`config.mk`:
```
export PLATFORM = sky130hd
export DESIGN_NAME = regfile_wr_arbiter
export DESIGN_NICKNAME = d
export VERILOG_FILES = /design/src/rtl/rf_pkg.sv /design/src/rtl/rf_skid1.sv /design/src/rtl/regfile_wr_arbiter.sv
export SDC_FILE = /design/constraint.sdc
export NUM_CORES = 1
export LEC_CHECK = 0
export ABC_AREA = 1
export CAP_MARGIN = 10
export CORE_MARGIN = 2
export CORE_UTILIZATION = 42
export CTS_CLUSTER_DIAMETER = 50
export DETAILED_ROUTE_END_ITERATION = 10
export PLACE_DENSITY = 0.76
export REMOVE_ABC_BUFFERS = 1
export SLEW_MARGIN = 20
export SYNTH_ARGS = -nofsm -noshare
export SYNTH_HDL_FRONTEND = slang
export SYNTH_SLANG_ARGS = --single-unit
```
`constraint.sdc`:
```
create_clock -name clk -period 3.02 [get_ports clk]
set_input_delay 0.906 -clock clk [delete_from_list [all_inputs] [get_ports clk]]
set_output_delay 0.906 -clock clk [all_outputs]
set_load 0.01 [all_outputs]
```
`src/rtl/rf_pkg.sv`:
```
// Shared types and constants for the register-file write-port arbiter.
package rf_pkg;

  localparam int REG_AW = 5;
  localparam int REG_DW = 32;

  typedef enum logic [1:0] {
    IDLE,
    WAIT,
    STALL
  } arb_state_t;

  typedef struct packed {
    logic              we;
    logic [REG_AW-1:0] addr;
    logic [REG_DW-1:0] data;
  } rf_wr_t;

  localparam rf_wr_t RF_WR_NONE = '0;

endpackage

```
`src/rtl/rf_skid1.sv`:
```
// One-entry capture/drain buffer for a pipeline write that collides with a forced debug slot.
module rf_skid1
  import rf_pkg::*;
(
  input  logic              clk,
  input  logic              rst_n,
  input  logic              push,
  input  logic              pop,
  input  logic [REG_AW-1:0] in_addr,
  input  logic [REG_DW-1:0] in_data,
  output logic              full,
  output logic [REG_AW-1:0] addr,
  output logic [REG_DW-1:0] data
);

  always_ff @(posedge clk or negedge rst_n) begin
    if (!rst_n) begin
      full <= 1'b0;
    end else if (push) begin
      full <= 1'b1;
    end else if (pop) begin
      full <= 1'b0;
    end
  end

  // NOTE: the payload has no reset; it is only ever read while full is set.
  always_ff @(posedge clk) begin
    if (push) begin
      addr <= in_addr;
      data <= in_data;
    end
  end

endmodule

```
`src/rtl/regfile_wr_arbiter.sv`:
```
// Shares the register-file write port between the WB stage and a debug channel,
// with a starvation counter that forces a one-cycle debug slot.
module regfile_wr_arbiter
  import rf_pkg::*;
#(
  parameter int STARVE_LIMIT = 8
) (
  input  logic              clk,
  input  logic              rst_n,
  input  logic              wb_we,
  input  logic [REG_AW-1:0] wb_addr,
  input  logic [REG_DW-1:0] wb_data,
  input  logic              dbg_valid,
  input  logic [REG_AW-1:0] dbg_addr,
  input  logic [REG_DW-1:0] dbg_data,
  output logic              dbg_ready,
  output logic              stall_req,
  output logic              rf_we,
  output logic [REG_AW-1:0] rf_addr,
  output logic [REG_DW-1:0] rf_data
);

  localparam logic [7:0] WCNT_LAST = 8'(STARVE_LIMIT - 1);

  arb_state_t        state, state_nxt;
  logic [7:0]        wcnt, wcnt_nxt;
  logic              stall_nxt;
  rf_wr_t            issue, rf_q;
  logic              wb_live;
  logic              skid_push, skid_pop, skid_full;
  logic [REG_AW-1:0] skid_addr;
  logic [REG_DW-1:0] skid_data;

  // Writes to x0 never reach the register file.
  assign wb_live = wb_we && (wb_addr != '0);

  rf_skid1 u_skid (
    .clk     (clk),
    .rst_n   (rst_n),
    .push    (skid_push),
    .pop     (skid_pop),
    .in_addr (wb_addr),
    .in_data (wb_data),
    .full    (skid_full),
    .addr    (skid_addr),
    .data    (skid_data)
  );

  // NOTE: every signal driven here gets a default first, so no latch is inferred.
  always_comb begin
    state_nxt = state;
    wcnt_nxt  = wcnt;
    stall_nxt = stall_req;
    issue     = RF_WR_NONE;
    dbg_ready = 1'b0;
    skid_push = 1'b0;
    skid_pop  = 1'b0;

    case (state)
      STALL: begin
        // Forced slot: the pipeline only sees stall_req next cycle, so a
        // WB write arriving now is parked in the skid buffer.
        dbg_ready = dbg_valid;
        skid_push = wb_live;
        state_nxt = IDLE;
        wcnt_nxt  = '0;
        stall_nxt = 1'b0;
      end
      default: begin
        if (skid_full) begin
          skid_pop = 1'b1;
          issue    = '{1'b1, skid_addr, skid_data};
        end else if (wb_live) begin
          issue = '{1'b1, wb_addr, wb_data};
        end else begin
          dbg_ready = 1'b1;
        end

        if (!dbg_valid || dbg_ready) begin
          state_nxt = IDLE;
          wcnt_nxt  = '0;
        end else if (state == IDLE) begin
          state_nxt = WAIT;
        end else if (wcnt == WCNT_LAST) begin
          state_nxt = STALL;
          stall_nxt = 1'b1;
        end else begin
          wcnt_nxt = wcnt + 8'd1;
        end
      end
    endcase

    if (dbg_valid && dbg_ready && (dbg_addr != '0)) begin
      issue = '{1'b1, dbg_addr, dbg_data};
    end
  end

  // NOTE: sequential state uses non-blocking assignments so all registers update together.
  always_ff @(posedge clk or negedge rst_n) begin
    if (!rst_n) begin
      state     <= IDLE;
      wcnt      <= '0;
      stall_req <= 1'b0;
      rf_q      <= RF_WR_NONE;
    end else begin
      state     <= state_nxt;
      wcnt      <= wcnt_nxt;
      stall_req <= stall_nxt;
      rf_q      <= issue;
    end
  end

  assign rf_we   = rf_q.we;
  assign rf_addr = rf_q.addr;
  assign rf_data = rf_q.data;

endmodule

```
Word level (Yosys, flattened, before mapping)
Cells that the tools add are included.
- input bits: 78
- output and inout port bits: 40
- logic and storage cells: 54
- register bits after elaboration: 87
- mux-type cells: 25
- add/sub/neg operators: 1
- reduce and logical (&&, ||, !) cells: 13
- equality and inequality tests: 6
- operator list (cell ; count):
    38-bit 2-to-1 mux ; 4
    8-bit 2-to-1 mux ; 4
    1-bit 2-to-1 mux ; 13
    5-bit nonzero test ; 2
    8-bit by 1-bit adder with 8-bit output, second input constant ; 1
    8-bit by 3-bit == test with 1-bit output, second input constant ; 1
    2-bit 2-to-1 mux ; 4
    3-bit by 2-bit inequality test with 1-bit output, second input constant ; 2
    2-bit by 1-bit inequality test with 1-bit output, second input constant ; 2
    2-bit nonzero test ; 2
    4-bit nonzero test ; 1
    1-bit logical AND ; 3
    3-bit AND reduction ; 1
    2-bit == test, second input constant ; 1
    2-bit logical NOT ; 1
    2-bit AND reduction ; 1
    1-bit logical NOT ; 1
    1-bit logical OR ; 1

Longest topological paths before layout
Gate-level depths: netlist (run 1).
- word-level depth: 9
- mapped depth: 10
- depth with buffers taken out: 9

By module
From an unflattened synthesis (run 1), not the netlist that was laid out.
- cells, all modules: 371
- area, all modules: 3676.0 um^2
- by module, submodules not included (module ; times used ; sequential area each (um^2) ; area an instance (um^2) ; cells each):
    regfile_wr_arbiter ; 1 ; 1226.2 ; 2524.9 ; 329
    rf_skid1 ; 1 ; 1136.1 ; 1151.1 ; 42

Worst setup path before layout (run 1)
Ideal clock, no wire load.
- kind: input -> register
- start point: input port wb_addr[2]
- end point: register u_skid.addr[0], enable pin
- setup time: 0.431 ns
- setup slack: -0.080 ns
- buffers on the path: 0
- arrival: 2.668 ns
- required time: 2.589 ns
- cell stages on the path: 4
- cells stage by stage: nor2_1 -> nand3_1 -> nand2_2 -> nor2_1
- word-level cells in the longest chain between the ends: 3
- RTL lines (element ; RTL line ; source):
    start: declaration ; regfile_wr_arbiter.sv:11 ; input logic [REG_AW-1:0] wb_addr,
    5-bit nonzero test ; regfile_wr_arbiter.sv:35 ; assign wb_live = wb_we && (wb_addr != '0);
    1-bit logical AND ; regfile_wr_arbiter.sv:35 ;
    1-bit 2-to-1 mux ; regfile_wr_arbiter.sv:59 ; case (state)
    net skid_push ; regfile_wr_arbiter.sv:30 ; logic skid_push, skid_pop, skid_full;
    end signal: assignment ; rf_skid1.sv:29 ; addr <= in_addr;
    end: declaration ; rf_skid1.sv:12 ; output logic [REG_AW-1:0] addr,
The timed path passes the listed nets, and every way through them passes these cells.
A chain may end at the register's enable or synchronous reset.

Worst setup path after layout (run 1)
- start point: input port wb_addr[2]
- end point: output port dbg_ready
- word-level cells in the longest chain between the ends: 6
- RTL lines (element ; RTL line ; source):
    5-bit nonzero test ; regfile_wr_arbiter.sv:35 ;
    1-bit logical AND ; regfile_wr_arbiter.sv:35 ;
    1-bit 2-to-1 mux ; regfile_wr_arbiter.sv:73 ; end else if (wb_live) begin
    1-bit 2-to-1 mux ; regfile_wr_arbiter.sv:70 ; if (skid_full) begin
    1-bit 2-to-1 mux (2 in series) ; regfile_wr_arbiter.sv:59 ;
    end: declaration ; regfile_wr_arbiter.sv:16 ; output logic dbg_ready,
No other way between the ends. The select of a mux whose other input is x is not followed.

==> results_tabular.tex, run 1 <==
\begin{tabular}{lr}
\hline
Metric & Value \\
\hline
\multicolumn{2}{l}{\textbf{Clock tree}} \\
Post-cts resize count & 1 \\
Clock net sink count & 87 \\
Clock latency on the worst-skew pair & 0.34 ns \\
Worst-case clock buffer depth & 2 \\
Total CTS buffers & 9 \\
Post-CTS Setup Inserts & 0 \\
Clock tree from TritonCTS & done \\
Clock transition at path regs & 0.09 ns \\
Post-cts hold buffer count & 0 \\
H-tree levels & 3 \\
Clock root buffer & sky130\_fd\_sc\_hd\_\_clkbuf\_8 \\
\multicolumn{2}{l}{\textbf{Floorplan}} \\
Chip Height & 99.39 microns \\
Area of the die & 9877 sq um \\
Chip width & 99.39 microns \\
Number of rows created at floorplan & 34 \\
Top-level I/O count & 118 \\
Core Area & 8763 sq um \\
Starting density of the core & 0.4360 \\
\multicolumn{2}{l}{\textbf{Final layout}} \\
Area growth, synth to finish & 40.08\% \\
Fraction of layout cells with a size suffix above 1 & 0.09712 \\
Final standard cell utilization of the core & 0.6108 \\
Layout Cell Area excl Fill & 5353 sq um \\
Final antenna diode count & 0 \\
Layout Nets & 630 \\
Non-filler cells, final & 664 \\
\multicolumn{2}{l}{\textbf{Place}} \\
Area of placed instances & 5135 sq um \\
Routability-driven placement congestion ratio & 0.7856 \\
Quantity of I/O buffers inserted on ports & 117 \\
DPL Wire Length & 6.064 mm \\
Cell total after placement & 648 \\
\multicolumn{2}{l}{\textbf{Synth}} \\
Share of synthesized area occupied by flip-flops and latches & 0.6182 \\
Ys Warns & 0 \\
Cell area after synthesis & 3821 sq um \\
Cell types with the largest area share after synthesis & sky130\_fd\_sc\_hd\_\_dfrtp\_1, sky130\_fd\_sc\_hd\_\_edfxtp\_1, sky130\_fd\_sc\_hd\_\_nand2\_1 \\
Seq cells post-synth & 87 \\
Gate count after technology mapping & 425 \\
Fraction of post-synthesis cell area in the top cell type by area & 0.3274 \\
Count of distinct cell types in the synthesized netlist & 26 \\
Mean cell area of the mapped netlist & 8.991 sq um \\
Cell type contributing the most total cell area after synthesis & sky130\_fd\_sc\_hd\_\_dfrtp\_1 \\
\multicolumn{2}{l}{\textbf{Min path}} \\
Class of the worst hold path & flip-flop to flip-flop \\
\multicolumn{2}{l}{\textbf{Run status}} \\
Run status & complete, no violations \\
\multicolumn{2}{l}{\textbf{Timing}} \\
Setup Skew & 0.008993 ns \\
Number of pins exceeding their max-slew limit in the final report & 0 \\
RSZ-0062 raised after global routing & no \\
Least-Margin Pin Slew & 0.6711 ns \\
Highest clock rate & 348.1 MHz \\
Hold slack & 0.5085 ns \\
Count of final setup violators & 0 \\
Relative slew margins & 0.5526 \\
Time the worst path needs with I/O delays and setup & 2.873 ns \\
Final Hold Vio Count & 0 \\
Period utilization & 0.9513 \\
\multicolumn{2}{l}{\textbf{GRT}} \\
Number of global-route vias before repair & 3248 \\
Remaining global-route overflow & 0 \\
Number of antenna violations at the first check in global routing & 0 \\
Maximum number of pins on one net before global-route repair & 42 \\
GR Util All Layers & 0.1873 \\
First-pass GRT wire length & 14.63 mm \\
\multicolumn{2}{l}{\textbf{Routing}} \\
Remaining DRCs & 0 \\
Count of TritonRoute iterations in the first routing pass & 5 \\
Post-route antenna net violation count & 0 \\
Mean number of vias per cell & 4.783 \\
Initial DRC Count & 132 \\
Detailed-route wire length per cell & 13.25 microns \\
Total number of vias & 3176 \\
Routed wire length & 8.796 mm \\
\multicolumn{2}{l}{\textbf{Pwr}} \\
Standby leakage power & 0.002434 uW \\
Final Power & 2530 uW \\
IR Drop Worst-Case VDD & 0.0002172 V \\
Power density over cell area & 472.7 nW/um\^{}2 \\
\multicolumn{2}{l}{\textbf{Critical path}} \\
Worst Path Max Fanout & 2 \\
Data required time at the worst endpoint & 2.11 ns \\
Sort of element at the start of the critical path & input port \\
Arr. time, crit path & 1.97 ns \\
CP Capture Type & output pin \\
Path type of the worst setup path & input port to output pin \\
\multicolumn{2}{l}{\textbf{Run}} \\
\# Max-Cap Violations & 0 \\
\hline
\end{tabular}
## power breakdown
part	total, uW	internal [uW]	switching (uW)
logic	346	199	147
registers	1290	1270	13.4
clock network	897	489	408
total	2530	1960	568
## metrics by stage
step | worst slack (ns) | setup TNS (ns)
after floorplan | -0.2555 | -3.198
after CTS | 0.01774 | 0
after global placement | -0.2490 | -0.2490
final | 0.1470 | 0
after global routing | 0.02642 | 0
after detailed placement | -0.2552 | -0.2552
## per-layer routing
metal  wire length [microns]  share of wire  track usage
met1                    3782           0.43       0.2253
met2                    4465           0.51       0.3300
met3                     456          0.052      0.04708
met4                      93          0.011      0.06006
met5                       0              0            0
## worst paths after layout
check	start	endpoint	slack, ns	cells past startpoint
setup / recovery	wb_addr[2]	dbg_ready	0.15	7
setup reg to reg	state[0]$_DFFE_PN0P_	u_skid.data[27]$_DFFE_PP_	1.20	4
max in group asynchronous	rst_n	rf_data[27]$_DFF_PN0_	1.77	2
hold / removal	u_skid.addr[4]$_DFFE_PP_	rf_addr[4]$_DFF_PN0_	0.51	2
min in group asynchronous	rst_n	rf_data[17]$_DFF_PN0_	0.59	1
hold reg to reg	u_skid.addr[4]$_DFFE_PP_	rf_addr[4]$_DFF_PN0_	0.51	2
## cells in the mapped netlist, drive strengths merged
master	n
nand2	140
nor2	119
dfrtp	50
edfxtp	37
inv	22
nand3	14
buf	13
nand4	8
a21oi	5
o21ai	5
clkbuf	4
nor3	2
o211ai	2
xor2	2
ha	1
o21bai	1
## cell type report
type / count / area [sq um]
clock buffer: 11 / 141.4
sequential: 87 / 2362
tap: 108 / 135.1
fill: 767 / 3411
multi-input combinational: 299 / 1271
inverter: 22 / 87.58
timing repair buffer: 132 / 1274
clock inverter: 5 / 81.33
## cell families after synthesis
kind of cell    count (synthesis)  synth area share
xor+xnor                        2          0.004585
buf+inv                        39           0.05304
fa+ha+maj                       1          0.003274
compound gates                 13           0.02194
simple gates                  283            0.2990
flops                          87            0.6182
## state kept, by name, summed over array words and instances, names as in the netlist
signal	cells
rf_data	32
stall_req	1
state	2
rf_we	1
u_skid.addr	5
u_skid.full	1
rf_addr	5
wcnt	8
u_skid.data	32
## worst max-delay path: stages
cell and delay [ns]:
sky130_fd_sc_hd__clkdlybuf4s50_1 0.42, sky130_fd_sc_hd__nor2_1 0.11, sky130_fd_sc_hd__nand3_1 0.10, sky130_fd_sc_hd__nand2_2 0.11, sky130_fd_sc_hd__a21oi_4 0.06, sky130_fd_sc_hd__a21oi_1 0.12, sky130_fd_sc_hd__clkbuf_2 0.14
## cell usage in the layout, fill, tap and decap left out, types with 2 or more instances in the layout
cell and count:
sky130_fd_sc_hd__nand2_1 127, sky130_fd_sc_hd__nor2_1 117, sky130_fd_sc_hd__clkdlybuf4s50_1 115, sky130_fd_sc_hd__dfrtp_1 50
sky130_fd_sc_hd__edfxtp_1 37, sky130_fd_sc_hd__inv_1 18, sky130_fd_sc_hd__buf_4 15, sky130_fd_sc_hd__nand3_1 14
sky130_fd_sc_hd__nand2_2 12, sky130_fd_sc_hd__clkbuf_8 10, sky130_fd_sc_hd__nand4_1 8, sky130_fd_sc_hd__o21ai_0 4
sky130_fd_sc_hd__inv_2 3, sky130_fd_sc_hd__a21oi_1 2, sky130_fd_sc_hd__nor3_1 2, sky130_fd_sc_hd__o211ai_1 2
sky130_fd_sc_hd__a21oi_2 2, sky130_fd_sc_hd__xor2_1 2, sky130_fd_sc_hd__bufinv_16 2
Note: power is estimated with default switching activity, not from simulation.
==> run 2: changes to the inputs <==
--- a/config.mk
+++ b/config.mk
@@ -10,9 +10,11 @@
 export CORE_MARGIN = 2
 export CORE_UTILIZATION = 42
 export CTS_CLUSTER_DIAMETER = 50
+export CTS_CLUSTER_SIZE = 20
 export DETAILED_ROUTE_END_ITERATION = 10
 export PLACE_DENSITY = 0.76
 export REMOVE_ABC_BUFFERS = 1
+export SETUP_SLACK_MARGIN = 0.15
 export SLEW_MARGIN = 20
 export SYNTH_ARGS = -nofsm -noshare
 export SYNTH_HDL_FRONTEND = slang
==> run 2 against run 1 <==
Compared with the run above: clock-buffer cell count stayed put; total power about the same; critical path depth decreased by 2; sequential cell count is the same; setup slack better by 0.090 ns; final cell count unchanged; via count about the same; first-iteration DRC count rose by 11%; critical path type unchanged; highest routed layer unchanged.
==> results_tabular.tex, run 2 (same netlist as run 1, synthesis figures left out) <==
\begin{tabular}{lr}
\hline
Metric & Value \\
\hline
\multicolumn{2}{l}{\textbf{Pwr}} \\
IR Drop Worst-Case VDD & 0.0002167 V \\
Standby leakage power & 0.002471 uW \\
Final Power & 2529 uW \\
Power density over cell area & 471.3 nW/um\^{}2 \\
\multicolumn{2}{l}{\textbf{Final layout}} \\
Final antenna diode count & 0 \\
Fill cell instance count of the final layout & 764 \\
Multi-input gate area & 1275 sq um \\
Fraction of layout cells with a size suffix above 1 & 0.09892 \\
Most used cells in the layout excluding fill and tap cells & sky130\_fd\_sc\_hd\_\_nand2\_1, sky130\_fd\_sc\_hd\_\_nor2\_1, sky130\_fd\_sc\_hd\_\_clkdlybuf4s50\_1 \\
Most common cell after layout, fill and taps aside & sky130\_fd\_sc\_hd\_\_nand2\_1 \\
Non-filler cells, final & 664 \\
Layout Cell Area excl Fill & 5365 sq um \\
Sequential cell area & 2362 sq um \\
Layout Nets & 630 \\
Area growth, synth to finish & 40.41\% \\
\multicolumn{2}{l}{\textbf{Routing}} \\
Count of TritonRoute iterations in the first routing pass & 5 \\
Total number of vias & 3173 \\
Metal-1 WL & 3.727 mm \\
Post-route antenna net violation count & 0 \\
Routed length on met3 & 526 microns \\
Routed wire length & 8.818 mm \\
Detailed-route wire length per cell & 13.28 microns \\
Routed length on met2 & 4.482 mm \\
Initial DRC Count & 147 \\
Mean number of vias per cell & 4.779 \\
Highest Signal Layer & met4 \\
Remaining DRCs & 0 \\
\multicolumn{2}{l}{\textbf{Timing}} \\
Period utilization & 0.9215 \\
Setup tns final & 0 ns \\
Least-Margin Pin Slew & 0.6710 ns \\
Relative slew margins & 0.5526 \\
Setup Skew & 0.009978 ns \\
Count of final setup violators & 0 \\
Least setup slack across all paths after layout & 0.2370 ns \\
Time the worst path needs with I/O delays and setup & 2.783 ns \\
Highest clock rate & 359.3 MHz \\
Final Hold Vio Count & 0 \\
Number of pins exceeding their max-slew limit in the final report & 0 \\
RSZ-0062 raised after global routing & no \\
\multicolumn{2}{l}{\textbf{Place}} \\
DPL Wire Length & 6.064 mm \\
Setup Slack @ Placement & -0.2552 ns \\
Routability-driven placement congestion ratio & 0.7856 \\
Cell total after placement & 648 \\
Quantity of I/O buffers inserted on ports & 117 \\
Area of placed instances & 5135 sq um \\
\multicolumn{2}{l}{\textbf{Critical path}} \\
Sort of element at the start of the critical path & input port \\
Arr. time, crit path & 1.88 ns \\
Data required time at the worst endpoint & 2.11 ns \\
CP Capture Type & output pin \\
Startpoint of the most critical setup path & wb\_we \\
Setup slack, reg-to-reg & 1.16 ns \\
Critical Path End & dbg\_ready \\
Launch point of the worst reg-to-reg path & state[0]\$\_DFFE\_PN0P\_ \\
Count of cells along the worst register-to-register path & 4 \\
Worst R2R End & u\_skid.data[27]\$\_DFFE\_PP\_ \\
Worst Path Max Fanout & 3 \\
Path type of the worst setup path & input port to output pin \\
\multicolumn{2}{l}{\textbf{Floorplan}} \\
Top-level I/O count & 118 \\
Chip width & 99.39 microns \\
Core Area & 8763 sq um \\
Area of the die & 9877 sq um \\
Starting density of the core & 0.4360 \\
Number of rows created at floorplan & 34 \\
Chip Height & 99.39 microns \\
\multicolumn{2}{l}{\textbf{Clock tree}} \\
Total CTS buffers & 9 \\
Clock transition at path regs & 0.09 ns \\
Clock root buffer & sky130\_fd\_sc\_hd\_\_clkbuf\_8 \\
Clock tree from TritonCTS & done \\
Worst-case clock buffer depth & 2 \\
H-tree levels & 3 \\
Clock latency on the worst-skew pair & 0.35 ns \\
Clock net sink count & 87 \\
\multicolumn{2}{l}{\textbf{GRT}} \\
Number of antenna violations at the first check in global routing & 0 \\
Maximum number of pins on one net before global-route repair & 42 \\
GR Util All Layers & 0.1875 \\
Remaining global-route overflow & 0 \\
Number of global-route vias before repair & 3251 \\
First-pass GRT wire length & 14.65 mm \\
\multicolumn{2}{l}{\textbf{Run status}} \\
Run status & complete, no violations \\
\multicolumn{2}{l}{\textbf{Min path}} \\
Class of the worst hold path & flip-flop to flip-flop \\
\multicolumn{2}{l}{\textbf{Run}} \\
\# Max-Cap Violations & 0 \\
\hline
\end{tabular}
run 2: cell types whose count changed in the layout (fill, tap and decap cells not counted):
cell,previous run,this run
sky130_fd_sc_hd__buf_2,1,2
sky130_fd_sc_hd__dlymetal6s2s_1,0,4
sky130_fd_sc_hd__clkbuf_2,1,0
sky130_fd_sc_hd__a21oi_2,2,3
sky130_fd_sc_hd__dlygate4sd2_1,0,1
sky130_fd_sc_hd__a21oi_1,2,1
sky130_fd_sc_hd__clkdlybuf4s50_1,115,110
run 2: layer usage:
layer,track usage,up-vias
met5,0,-
met4,0.06006,0
met3,0.04708,9
met2,0.3300,85
met1,0.2258,1494
li1,-,1585
run 2: worst min path at each step:
stage | cells after the start | startpoint | end
6_report | 2 | u_skid.addr[4]$_DFFE_PP_ | rf_addr[4]$_DFF_PN0_
5_1_grt | 2 | u_skid.addr[4]$_DFFE_PP_ | rf_addr[4]$_DFF_PN0_
4_1_cts | 2 | u_skid.addr[4]$_DFFE_PP_ | rf_addr[4]$_DFF_PN0_
3_5_place_dp | 2 | u_skid.addr[4]$_DFFE_PP_ | rf_addr[4]$_DFF_PN0_
3_3_place_gp | 2 | stall_req$_DFFE_PN0P_ | stall_req$_DFFE_PN0P_
2_1_floorplan | 2 | u_skid.addr[3]$_DFFE_PP_ | rf_addr[3]$_DFF_PN0_
run 2: cell type report:
cell class,instances,area share
Clock inverter,5,0.01516
Multi-Input combinational cell,299,0.2376
Timing Repair Buffer,132,0.2390
Tap cell,108,0.02519
Sequential cell,87,0.4403
Clock buffer,11,0.02635
Inverter,22,0.01632
run 2: repair_timing:
action | in CTS | in global routing
endpoints found under the setup margin | 1 | 1
hold endpoints to repair | 0 | 0
hold buffers | 0 | 0
pin swaps | 3 | 4
gates resized for setup | 5 | 5
setup buffers | 0 | 0
run 2: worst max-delay path, stage by stage:
cell and delay [ns]:
sky130_fd_sc_hd__clkdlybuf4s50_1 0.52, sky130_fd_sc_hd__nand2_2 0.10, sky130_fd_sc_hd__a21oi_4 0.17, sky130_fd_sc_hd__a21oi_2 0.04, sky130_fd_sc_hd__buf_2 0.14
run 2: power breakdown:
part	internal (uW)	switching [uW]	total, uW
clock network	489	407	896
registers	1270	13.4	1290
logic	198	148	345
total	1960	568	2530
run 2: metrics by stage:
step / util / hold slack (ns)
final: 0.6122 / 0.5085
after global routing: 0.6122 / 0.5500
after CTS: 0.6107 / 0.5131
after detailed placement: 0.5860 / 0.4924
after global placement: 0.5860 / 0.4787
after floorplan: - / 0.4615
